$ cat config.mk
export PLATFORM = sky130hd
export DESIGN_NAME = pipe_mem_stage
export DESIGN_NICKNAME = d
export VERILOG_FILES = /design/src/rtl/pipe_mem_pkg.sv /design/src/rtl/pipe_mem_stage_lane_align.sv /design/src/rtl/pipe_mem_stage.sv
export SDC_FILE = /design/constraint.sdc
export NUM_CORES = 1
export LEC_CHECK = 0
export CORE_UTILIZATION = 49
export CTS_BUF_LIST = sky130_fd_sc_hd__clkbuf_2
export DETAILED_ROUTE_END_ITERATION = 16
export PLACE_DENSITY = 0.83
export SLEW_MARGIN = 40
export SYNTH_ARGS = -nofsm -noshare
export SYNTH_HDL_FRONTEND = slang
export SYNTH_SLANG_ARGS = --single-unit
$ cat constraint.sdc
create_clock -name clk -period 2.7 [get_ports clk]
set_clock_uncertainty 0.15 [all_clocks]
set_input_delay 0.54 -clock clk [delete_from_list [all_inputs] [get_ports clk]]
set_output_delay 0.54 -clock clk [all_outputs]
set_load 0.1 [all_outputs]
$ cat src/rtl/pipe_mem_pkg.sv
// Shared encodings for the MEM stage: access sizes, access FSM states, wait counter width.
// Build option MISALIGN_TRAP_EN uses is_misaligned() to reject unaligned half/word accesses.
package pipe_mem_pkg;

    localparam logic [1:0] SZ_BYTE = 2'b00;
    localparam logic [1:0] SZ_HALF = 2'b01;
    localparam logic [1:0] SZ_WORD = 2'b10;

    localparam int WAIT_CNT_W = 16;

    typedef enum logic {
        IDLE = 1'b0,
        WAIT = 1'b1
    } mem_state_t;

    // Size 2'b11 behaves as a word everywhere in this stage.
    function automatic logic is_misaligned(input logic [1:0] size, input logic [1:0] a_lo);
        logic r;
        case (size)
            SZ_BYTE: r = 1'b0;
            SZ_HALF: r = a_lo[0];
            default: r = (a_lo != 2'b00);
        endcase
        return r;
    endfunction

endpackage

$ cat src/rtl/pipe_mem_stage_lane_align.sv
// Combinational lane logic: byte enables and replicated store data on the way out,
// lane extraction and sign/zero extension of load data on the way back.
module mem_lane_align
    import pipe_mem_pkg::*;
(
    input  logic [1:0]  i_addr_lo,
    input  logic [1:0]  i_size,
    input  logic        i_load_uns,
    input  logic [31:0] i_st_data,
    input  logic [31:0] i_ld_word,
    output logic [3:0]  o_be,
    output logic [31:0] o_wdata,
    output logic [31:0] o_ld_data
);

    logic [31:0] w_ld_shift;

    assign w_ld_shift = i_ld_word >> {i_addr_lo, 3'b000};

    always_comb begin
        o_be      = 4'hF;
        o_wdata   = i_st_data;
        o_ld_data = i_ld_word;
        case (i_size)
            SZ_BYTE: begin
                o_be      = 4'b0001 << i_addr_lo;
                o_wdata   = {4{i_st_data[7:0]}};
                o_ld_data = {{24{w_ld_shift[7] & ~i_load_uns}}, w_ld_shift[7:0]};
            end
            SZ_HALF: begin
                // Only a[1] picks the half; a[0] is ignored unless trapped upstream.
                o_be      = i_addr_lo[1] ? 4'b1100 : 4'b0011;
                o_wdata   = {2{i_st_data[15:0]}};
                o_ld_data = i_addr_lo[1]
                          ? {{16{i_ld_word[31] & ~i_load_uns}}, i_ld_word[31:16]}
                          : {{16{i_ld_word[15] & ~i_load_uns}}, i_ld_word[15:0]};
            end
            default: begin
                o_be      = 4'hF;
                o_wdata   = i_st_data;
                o_ld_data = i_ld_word;
            end
        endcase
    end

endmodule

$ cat src/rtl/pipe_mem_stage.sv
// MEM pipeline stage: EX/MEM register, req/ack data-memory access FSM with timeout, MEM/WB register.
// Define MISALIGN_TRAP_EN to trap unaligned half/word accesses and add the mem_misalign output.
module pipe_mem_stage
    import pipe_mem_pkg::*;
#(
    parameter int TIMEOUT_CYCLES = 255
) (
    input  logic        clk,
    input  logic        rst,
    input  logic        in_valid,
    input  logic        flush,
    input  logic [31:0] exe_alu_out,
    input  logic [31:0] exe_pc4,
    input  logic [31:0] exe_rt_data_out,
    input  logic [4:0]  exe_rf_waddr,
    input  logic        exe_dmem_ena,
    input  logic        exe_dmem_wena,
    input  logic [1:0]  exe_mem_size,
    input  logic        exe_load_uns,
    input  logic        exe_rf_wena,
    input  logic [2:0]  exe_rf_mux_sel,
    output logic        stall_out,
    output logic        dm_req,
    output logic        dm_we,
    output logic [31:0] dm_addr,
    output logic [3:0]  dm_be,
    output logic [31:0] dm_wdata,
    input  logic        dm_ack,
    input  logic [31:0] dm_rdata,
    output logic        mem_valid,
    output logic [31:0] mem_alu_out,
    output logic [31:0] mem_pc4,
    output logic [31:0] mem_rdata,
    output logic [4:0]  mem_rf_waddr,
    output logic        mem_rf_wena,
    output logic [2:0]  mem_rf_mux_sel,
    output logic        mem_bus_err
`ifdef MISALIGN_TRAP_EN
    ,
    output logic        mem_misalign
`endif
);

    localparam logic [WAIT_CNT_W-1:0] TIMEOUT_CNT = WAIT_CNT_W'(TIMEOUT_CYCLES);

    logic                  r_ex_valid;
    logic [31:0]           r_ex_alu_out;
    logic [31:0]           r_ex_pc4;
    logic [31:0]           r_ex_rt_data;
    logic [4:0]            r_ex_rf_waddr;
    logic                  r_ex_dmem_ena;
    logic                  r_ex_dmem_wena;
    logic [1:0]            r_ex_mem_size;
    logic                  r_ex_load_uns;
    logic                  r_ex_rf_wena;
    logic [2:0]            r_ex_rf_mux_sel;

    mem_state_t            r_state;
    logic [WAIT_CNT_W-1:0] r_wait_cnt;

    logic                  w_mem_op;
    logic                  w_misalign;
    logic                  w_abort;
    logic                  w_ack;
    logic [31:0]           w_ld_data;

    always_ff @(posedge clk or negedge rst) begin
        if (!rst) begin
            r_ex_valid      <= 1'b0;
            r_ex_alu_out    <= '0;
            r_ex_pc4        <= '0;
            r_ex_rt_data    <= '0;
            r_ex_rf_waddr   <= '0;
            r_ex_dmem_ena   <= 1'b0;
            r_ex_dmem_wena  <= 1'b0;
            r_ex_mem_size   <= '0;
            r_ex_load_uns   <= 1'b0;
            r_ex_rf_wena    <= 1'b0;
            r_ex_rf_mux_sel <= '0;
        end else if (!stall_out) begin
            r_ex_valid      <= in_valid & ~flush;
            r_ex_alu_out    <= exe_alu_out;
            r_ex_pc4        <= exe_pc4;
            r_ex_rt_data    <= exe_rt_data_out;
            r_ex_rf_waddr   <= exe_rf_waddr;
            r_ex_dmem_ena   <= exe_dmem_ena;
            r_ex_dmem_wena  <= exe_dmem_wena;
            r_ex_mem_size   <= exe_mem_size;
            r_ex_load_uns   <= exe_load_uns;
            r_ex_rf_wena    <= exe_rf_wena;
            r_ex_rf_mux_sel <= exe_rf_mux_sel;
        end
    end

`ifdef MISALIGN_TRAP_EN
    assign w_misalign = r_ex_valid & r_ex_dmem_ena & is_misaligned(r_ex_mem_size, r_ex_alu_out[1:0]);
`else
    assign w_misalign = 1'b0;
`endif

    // The abort cycle itself does not stall, so the bundle retires that same cycle.
    assign w_mem_op  = r_ex_valid & r_ex_dmem_ena & ~w_misalign;
    assign w_ack     = w_mem_op & dm_ack;
    assign w_abort   = (r_state == WAIT) & w_mem_op & ~dm_ack & (r_wait_cnt == TIMEOUT_CNT);
    assign stall_out = w_mem_op & ~dm_ack & ~w_abort;

    assign dm_req  = w_mem_op;
    assign dm_we   = w_mem_op & r_ex_dmem_wena;
    assign dm_addr = {r_ex_alu_out[31:2], 2'b00};

    mem_lane_align u_lane (
        .i_addr_lo  (r_ex_alu_out[1:0]),
        .i_size     (r_ex_mem_size),
        .i_load_uns (r_ex_load_uns),
        .i_st_data  (r_ex_rt_data),
        .i_ld_word  (dm_rdata),
        .o_be       (dm_be),
        .o_wdata    (dm_wdata),
        .o_ld_data  (w_ld_data)
    );

    // Counter holds the number of wait cycles already spent on the current access.
    always_ff @(posedge clk or negedge rst) begin
        if (!rst) begin
            r_state    <= IDLE;
            r_wait_cnt <= '0;
        end else begin
            case (r_state)
                IDLE: begin
                    if (w_mem_op && !dm_ack) begin
                        r_state    <= WAIT;
                        r_wait_cnt <= WAIT_CNT_W'(1);
                    end
                end
                WAIT: begin
                    if (!w_mem_op || dm_ack || w_abort) begin
                        r_state    <= IDLE;
                        r_wait_cnt <= '0;
                    end else begin
                        r_wait_cnt <= r_wait_cnt + WAIT_CNT_W'(1);
                    end
                end
                default: begin
                    r_state    <= IDLE;
                    r_wait_cnt <= '0;
                end
            endcase
        end
    end

    always_ff @(posedge clk or negedge rst) begin
        if (!rst) begin
            mem_valid      <= 1'b0;
            mem_alu_out    <= '0;
            mem_pc4        <= '0;
            mem_rdata      <= '0;
            mem_rf_waddr   <= '0;
            mem_rf_wena    <= 1'b0;
            mem_rf_mux_sel <= '0;
            mem_bus_err    <= 1'b0;
`ifdef MISALIGN_TRAP_EN
            mem_misalign   <= 1'b0;
`endif
        end else if (!stall_out) begin
            mem_valid      <= r_ex_valid;
            mem_alu_out    <= r_ex_alu_out;
            mem_pc4        <= r_ex_pc4;
            mem_rdata      <= (w_ack && !r_ex_dmem_wena) ? w_ld_data : 32'h0;
            mem_rf_waddr   <= r_ex_rf_waddr;
            mem_rf_wena    <= r_ex_valid & r_ex_rf_wena & ~w_abort & ~w_misalign;
            mem_rf_mux_sel <= r_ex_rf_mux_sel;
            mem_bus_err    <= w_abort;
`ifdef MISALIGN_TRAP_EN
            mem_misalign   <= w_misalign;
`endif
        end else begin
            mem_valid      <= 1'b0;
            mem_rf_wena    <= 1'b0;
            mem_bus_err    <= 1'b0;
`ifdef MISALIGN_TRAP_EN
            mem_misalign   <= 1'b0;
`endif
        end
    end

endmodule

==> reports/metrics.yaml, run 1 <==
worst_setup_path:
  worst_r2r_startpoint: "r_wait_cnt[1]"
  cp.arrival_ns: 2.26
  endpoint_kind: "output port"
  start_kind: "flip-flop"
  crit_required_ns: 2.01
  critPathMaxFanout: 2
  crit_path_start: "r_wait_cnt[1]"
  crit_type: "flip-flop to output port"
die:
  die_y_um: 150.1
  core-area_um2: 21290
  io_pins: 325
  dieArea_um2: 22520
  row_count: 53
  start_util_pct: 50.46
  fp.dieW_um: 150.1
final_layout:
  area_delta_synth_final_pct: 41.78
  stdcell_count: 1455
  drive_above_1_share_pct: 48.39
  n_fill_cell: 1406
  layout_commonest_cell: "dfrtp_1"
  nets: 1281
  fin_util_pct: 71.53
  layout_common_cells: "dfrtp_1 (231), buf_4 (184), clkdlybuf4s50_1 (145)"
sta:
  fmax_mhz: 338.8
  relSlewSlack_pct: 60.18
  fin_ws_ns: -0.2520
  min_period_ns: 2.952
  slew_viol_final: 0
  rsz0062_at_grt: "yes"
  finalCritPeriodShare_pct: 109.3
  finalSetupViolations: 27
  worst_pin_slew_ns: 0.5974
  hold_viol_final: 0
synth:
  synth_top_area_share_pct: 54.75
  synth_edf_count: 0
  synth_ff_type: "dfrtp_1"
  synth_compound_area_share_pct: 5.767
  synthMuxAreaShare_pct: 26.84
  synth_cell_types: 50
  avgSynthCellArea_um2: 13.98
  async_flop_share_pct: 100.0
  synth_xor_area_share_pct: 0
  yosysSeqAreaShare_pct: 54.75
  synth_seq_cells: 235
  synth_top_family_by_area: "multiplexers"
  synthCells: 768
  synth_fa_ha_area_share_pct: 0.1165
  synth_top_cell_by_area: "dfrtp_1"
  syn-cell-area_um2: 10740
  synthSimpleGateAreaFrac_pct: 6.629
  ys_warn_count: 0
  synthTopCellsByArea: "dfrtp_1 (55%), mux2_4 (14%), mux2_2 (9.8%)"
route:
  num_vias: 7661
  drc: 0
  viasPerCell: 5.265
  drt_iter0_drc: 327
  wl_mm: 27.45
  post_drt_wl_per_cell_um: 18.87
  ant_nets: 0
  firstDrtPassIters: 4
power:
  clock_power_share_pct: 26.3
  power.internal_mw: 5.909
  pwr-share-comb_pct: 32.7
  p_sw_mw: 3.699
  leakage_nw: 7.116
  power_density_nw_per_um2: 631.0
  p_seq_share_pct: 40.9
  p_sw_share_pct: 38.50
  ir_drop_mv: 0.4915
placement:
  gp_congestion: 0.8256
  portBuffers: 322
  dp_cells: 1310
  dp_hpwl_mm: 18.15
grt:
  overflow: 0
  grt_pass1_wl_mm: 41.83
  grt_pass1_vias: 8049
  antenna_found_initial: 2
  grt_max_degree: 72
  grtUsageTotal_pct: 23.85
clocking:
  cts.sinks: 235
  insertion_delay_ns: 0.84
  cts_root_buf: "clkbuf_2"
  cts_buffer_depth: 3
  htree_levels: 2
  path_clk_slew_ns: 0.10
  cts_tree: "done"
  cts_made_buffers: 61
run_status:
  status: "finished, violations left"
  violations: "negative setup slack"
min_path:
  hold_path_class: "input pin to asynchronous set/reset pin"
job:
  drv_cap: 0
sequential cells by signal (all words and copies together), names as in the netlist, 5 cells and up:
name           flops
mem_alu_out       32
mem_pc4           32
mem_rdata         32
r_ex_alu_out      32
r_ex_pc4          32
r_ex_rt_data      32
r_wait_cnt        16
mem_rf_waddr       5
r_ex_rf_waddr      5
routing by layer:
layer / part of all wire, % / vias to the layer above / GRT usage [%]
li1: - / 3466 / -
met1: 37 / 3798 / 27.53
met2: 51 / 316 / 40.58
met3: 7.5 / 81 / 7.500
met4: 4.0 / 0 / 10.51
met5: 0 / - / 0
layout make-up:
type / instances / area [µm²] / area share, %
repair buffers: 380 / 3796 / 24.93
repair inverters: 1 / 8.758 / 0.05752
clock buffers: 91 / 455.4 / 2.991
inverters: 16 / 76.32 / 0.5012
well taps: 275 / 344.1 / 2.260
diodes: 2 / 5.005 / 0.03287
flip-flops and latches: 235 / 5886 / 38.65
clock inverters: 17 / 116.4 / 0.7642
multi-input cells: 438 / 4539 / 29.81
power groups by stage:
stage	Clock, mW	Combinational, mW	Sequential [mW]
2_1_floorplan	0	1.34	4.77
3_3_place_gp	0	2.98	3.98
3_5_place_dp	0	3.01	3.99
4_1_cts	2.63	3.12	3.93
5_1_grt	2.81	3.25	3.96
6_report	2.53	3.15	3.93
synth_stat cells (2+ instances only):
master      n
a211o_1     2
a21o_1     10
a21oi_1     8
a221o_1     7
a221oi_1    8
a22o_1     17
and2_0      2
and3_1     12
and3b_1     2
buf_2      11
buf_4      40
buf_6      14
clkbuf_1   14
dfrtp_1   235
inv_1      15
mux2_1      5
mux2_2     93
mux2_4    100
mux2i_1    12
mux4_2      7
nand2_1    40
nand2b_1   19
nand3_1    18
nand4_1     4
nand4b_1    2
nor2_1      9
nor2b_1     2
nor3_1      4
nor4_1      2
o21ai_0    26
o21bai_1    2
or2_2       3
or3_1       6
worst max-delay path, cell delays in order, from the launching register on:
cell and delay, ns:
dfrtp_1 0.41, ha_4 0.17, nand3_4 0.10, nor4b_4 0.26
nand3_2 0.14, nand2_4 0.16, inv_16 0.05, buf_16 0.16
worst paths after layout:
check                           endpoint  slack, ns  depth (start not counted)
setup / recovery               stall_out      -0.25                          7
hold / removal               mem_pc4[21]       0.11                          2
setup reg to reg             r_ex_pc4[3]       0.31                          9
hold reg to reg             mem_rdata[9]       0.34                          1
max in group asynchronous  mem_rdata[12]       1.47                          3
min in group clk             r_ex_pc4[4]       0.14                          2
metrics by stage:
stage                     power (mW)  setup slack [ns]  hold slack (ns)  area, µm²  setup TNS [ns]
after floorplan                6.109          -0.06435          0.09441      10840        -0.06435
after global placement         6.957           0.07325           0.3134      14040               0
after detailed placement       6.997          -0.01217           0.3166      14040        -0.02457
after CTS                      9.680           -0.3534          0.04144      15060          -4.811
after global routing           10.01           -0.3860          0.05813      15230          -5.707
final                          9.608           -0.2520           0.1147      15230          -2.290
cells by family after synthesis:
family	Yosys count
muxes	217
adders and majority gates	1
buffers and inverters	96
AOI/OAI and AO/OA	85
and+or+nand+nor	133
other	1
DFF	235
timing repair:
| action | in CTS | in global routing |
|---|---|---|
| hold buffers | 1 | 0 |
| endpoints found under the setup margin | 27 | 29 |
| buffers inserted | 25 | 10 |
| pin swaps | 6 | 6 |
| endpoints found under the hold margin | 215 | 0 |
| gates resized for setup | 50 | 31 |
| gates cloned | 2 | 0 |
(Power assumes the default switching activity.)
==> inputs of run 2 (changes only) <==
--- a/config.mk
+++ b/config.mk
@@ -7,8 +7,9 @@
 export LEC_CHECK = 0
 export CORE_UTILIZATION = 49
 export CTS_BUF_LIST = sky130_fd_sc_hd__clkbuf_2
+export CTS_CLUSTER_SIZE = 16
 export DETAILED_ROUTE_END_ITERATION = 16
-export PLACE_DENSITY = 0.83
+export PLACE_DENSITY = 0.84
 export SLEW_MARGIN = 40
 export SYNTH_ARGS = -nofsm -noshare
 export SYNTH_HDL_FRONTEND = slang
==> run 2 against run 1 <==
Compared with the run above: the run still ends with negative setup slack left; worst hold slack got worse by 0.016 ns; sequential power about the same; wire length decreased by 1.8%; global-route usage decreased by 0.063 points; core utilization decreased by 0.34 points; critical path depth unchanged; final cell count decreased by 0.62%; design area decreased by 0.48%; die area unchanged; largest cell class unchanged.
==> reports/metrics.yaml, run 2 (synthesis gave the netlist of run 1 again) <==
grt:
  grt_use_met3_pct: 6.921  # -0.58 points
  grt_pass1_wl_mm: 41.86  # about the same
  overflow: 0  # unchanged
  grt_max_degree: 63  # -13%
  grt-busiest-layer: "met2"
  gr-usage-met1_pct: 29.33  # +1.8 points
  antenna_found_initial: 2  # unchanged
  grt_pass1_vias: 8033  # -0.20%
  grtUsageTotal_pct: 23.79  # -0.063 points
  use_met2_pct: 39.21  # -1.4 points
run_status:
  violations: "negative setup slack"
  status: "finished, violations left"
worst_setup_path:
  cp_cell_sequence: "ha_4 > nand3_4 > nor4b_4 > nand3_2 > nand2_4 > inv_12 > buf_16"
  path_depth: 7  # unchanged
  crit_required_ns: 2.01  # about the same
  cp.arrival_ns: 2.26  # about the same
  slowest_delay_ns: 0.44  # +0.03 ns
  crit_buf_inv: 2  # unchanged
  start_kind: "flip-flop"
  crit_path_start: "r_wait_cnt[0]"
  crit_family: "simple AND/OR/NAND/NOR gates"
  worst_r2r_startpoint: "r_wait_cnt[0]"
  crit_type: "flip-flop to output port"
  rr_worst_depth: 9  # unchanged
  r2r_end: "mem_rdata[3]"
  critPathSlowestCell: "dfrtp_1"
  r2r_slack_ns: 0.28  # -0.03 ns
  cp-endpoint: "stall_out"
  critPathMaxFanout: 2  # unchanged
  endpoint_kind: "output port"
final_layout:
  layout_commonest_cell: "dfrtp_1"
  nets: 1273  # -0.62%
  area_delta_synth_final_pct: 41.10
  layout_common_cells: "dfrtp_1 (232), buf_4 (175), clkdlybuf4s50_1 (145)"
  n_fill_cell: 1423  # +1.2%
  stdcell_count: 1446  # -0.62%
  drive_above_1_share_pct: 47.39  # -1.0 points
  fin_area_um2: 15150  # -0.48%
  multi_input_area_um2: 4536  # about the same
  register_area_um2: 5884  # about the same
die:
  fp.dieW_um: 150.1  # unchanged
  start_util_pct: 50.46  # unchanged
  io_pins: 325  # unchanged
  row_count: 53  # unchanged
  die_y_um: 150.1  # unchanged
  dieArea_um2: 22520  # unchanged
  core-area_um2: 21290  # unchanged
power:
  power_density_nw_per_um2: 621.4  # -1.5%
  ir_drop_mv: 0.4522  # -8.0%
  leakage_nw: 7.061  # -0.78%
  power_mw: 9.417  # -2.0%
sta:
  min_period_ns: 2.950  # -0.001511 ns
  fmax_mhz: 338.9  # about the same
  worst_pin_slew_ns: 0.5568  # -0.04056 ns
  finalSetupViolations: 14  # -48%
  fin_ws_ns: -0.2505  # +0.001511 ns
  hold_viol_final: 0  # unchanged
  rsz0062_at_grt: "yes"
  relSlewSlack_pct: 62.74  # +2.6 points
  hold_slack_ns: 0.09887  # -0.01586 ns
  slew_viol_final: 0  # unchanged
  finalCritPeriodShare_pct: 109.3  # about the same
route:
  drc: 0  # unchanged
  num_vias: 7511  # -2.0%
  post_drt_wl_per_cell_um: 18.65  # -1.2%
  ant_nets: 0  # unchanged
  viasPerCell: 5.194  # -1.3%
  drt_iter0_drc: 334  # +2.1%
  wl_mm: 26.97  # -1.8%
  firstDrtPassIters: 7  # +3
min_path:
  hold_path_class: "input pin to asynchronous set/reset pin"
clocking:
  cts_buffer_depth: 3  # unchanged
  cts_made_buffers: 58  # -4.9%
  insertion_delay_ns: 0.82  # -0.02 ns
  cts.sinks: 235  # unchanged
  path_clk_slew_ns: 0.12  # +0.02 ns
  cts_root_buf: "clkbuf_2"
  htree_levels: 2  # unchanged
  cts_tree: "done"
placement:
  dp_cells: 1313  # +0.23%
  placed_cell_area_um2: 14080  # +0.34%
  portBuffers: 322  # unchanged
  pre_cts_ws_ns: 0.04332  # +0.05550 ns
  dp_hpwl_mm: 18.33  # +1.0%
  gp_congestion: 0.8111  # -1.8%
job:
  drv_cap: 0  # unchanged
## run 2: metal layers
layer	share of wire, %	routed length, µm	vias up
met5	0	0	-
met4	3.0	807	0
met3	7.2	1935	61
met2	51	13640	303
met1	39	10580	3698
li1	-	-	3449
## run 2: worst min-delay path by stage
| stage | start | slack (ns) | to |
|---|---|---|---|
| floorplan | rst | 0.09 | mem_alu_out[0] |
| global placement | mem_rdata[15] | 0.31 | mem_rdata[15] |
| detailed placement | mem_rdata[9] | 0.32 | mem_rdata[9] |
| CTS | rst | 0.04 | r_ex_pc4[27] |
| global route | rst | 0.07 | r_ex_pc4[21] |
| finish | rst | 0.1 | r_wait_cnt[7] |
## run 2: area by class of cell
type                            instances  share of cell area, %
Antenna cell                            2                0.03303
Clock buffer                           77                  2.543
Clock inverter                         27                 0.8834
Inverter                               16                 0.4789
Multi-Input combinational cell        438                  29.93
Sequential cell                       235                  38.83
Tap cell                              275                  2.270
Timing Repair Buffer                  375                  24.99
Timing Repair inverter                  1                0.04128
## run 2: per-stage QoR
step | utilization [%] | TNS, ns
5_1_grt | 71.19 | -3.618
2_1_floorplan | - | -0.06435
3_5_place_dp | 66.16 | 0
3_3_place_gp | 66.16 | 0
4_1_cts | 70.26 | -2.316
6_report | 71.19 | -1.205
## run 2: where the power goes
group / switching, mW / total (mW) / internal [mW]
registers: 0.184 / 3.94 / 3.76
logic: 2.07 / 3.14 / 1.07
clock network: 1.46 / 2.34 / 0.885
total: 3.71 / 9.42 / 5.71
## run 2: repair_timing
| item | 4_1_cts | 5_1_grt |
|---|---|---|
| setup buffers | 17 | 10 |
| gates resized for setup | 47 | 33 |
| hold buffers | 1 | 0 |
| endpoints found under the setup margin | 29 | 29 |
| pin swaps | 10 | 9 |
| cloned | 2 | 1 |
| endpoints found under the hold margin | 218 | 0 |
## run 2: worst reg2reg max path, stage by stage (launching register included)
cell,delay [ns]
dfrtp_1,0.44
ha_4,0.17
nand3_4,0.09
nor4b_4,0.24
nand3_2,0.14
nand2_4,0.15
inv_12,0.05
buf_4,0.22
buf_4,0.26
a221o_1,0.38
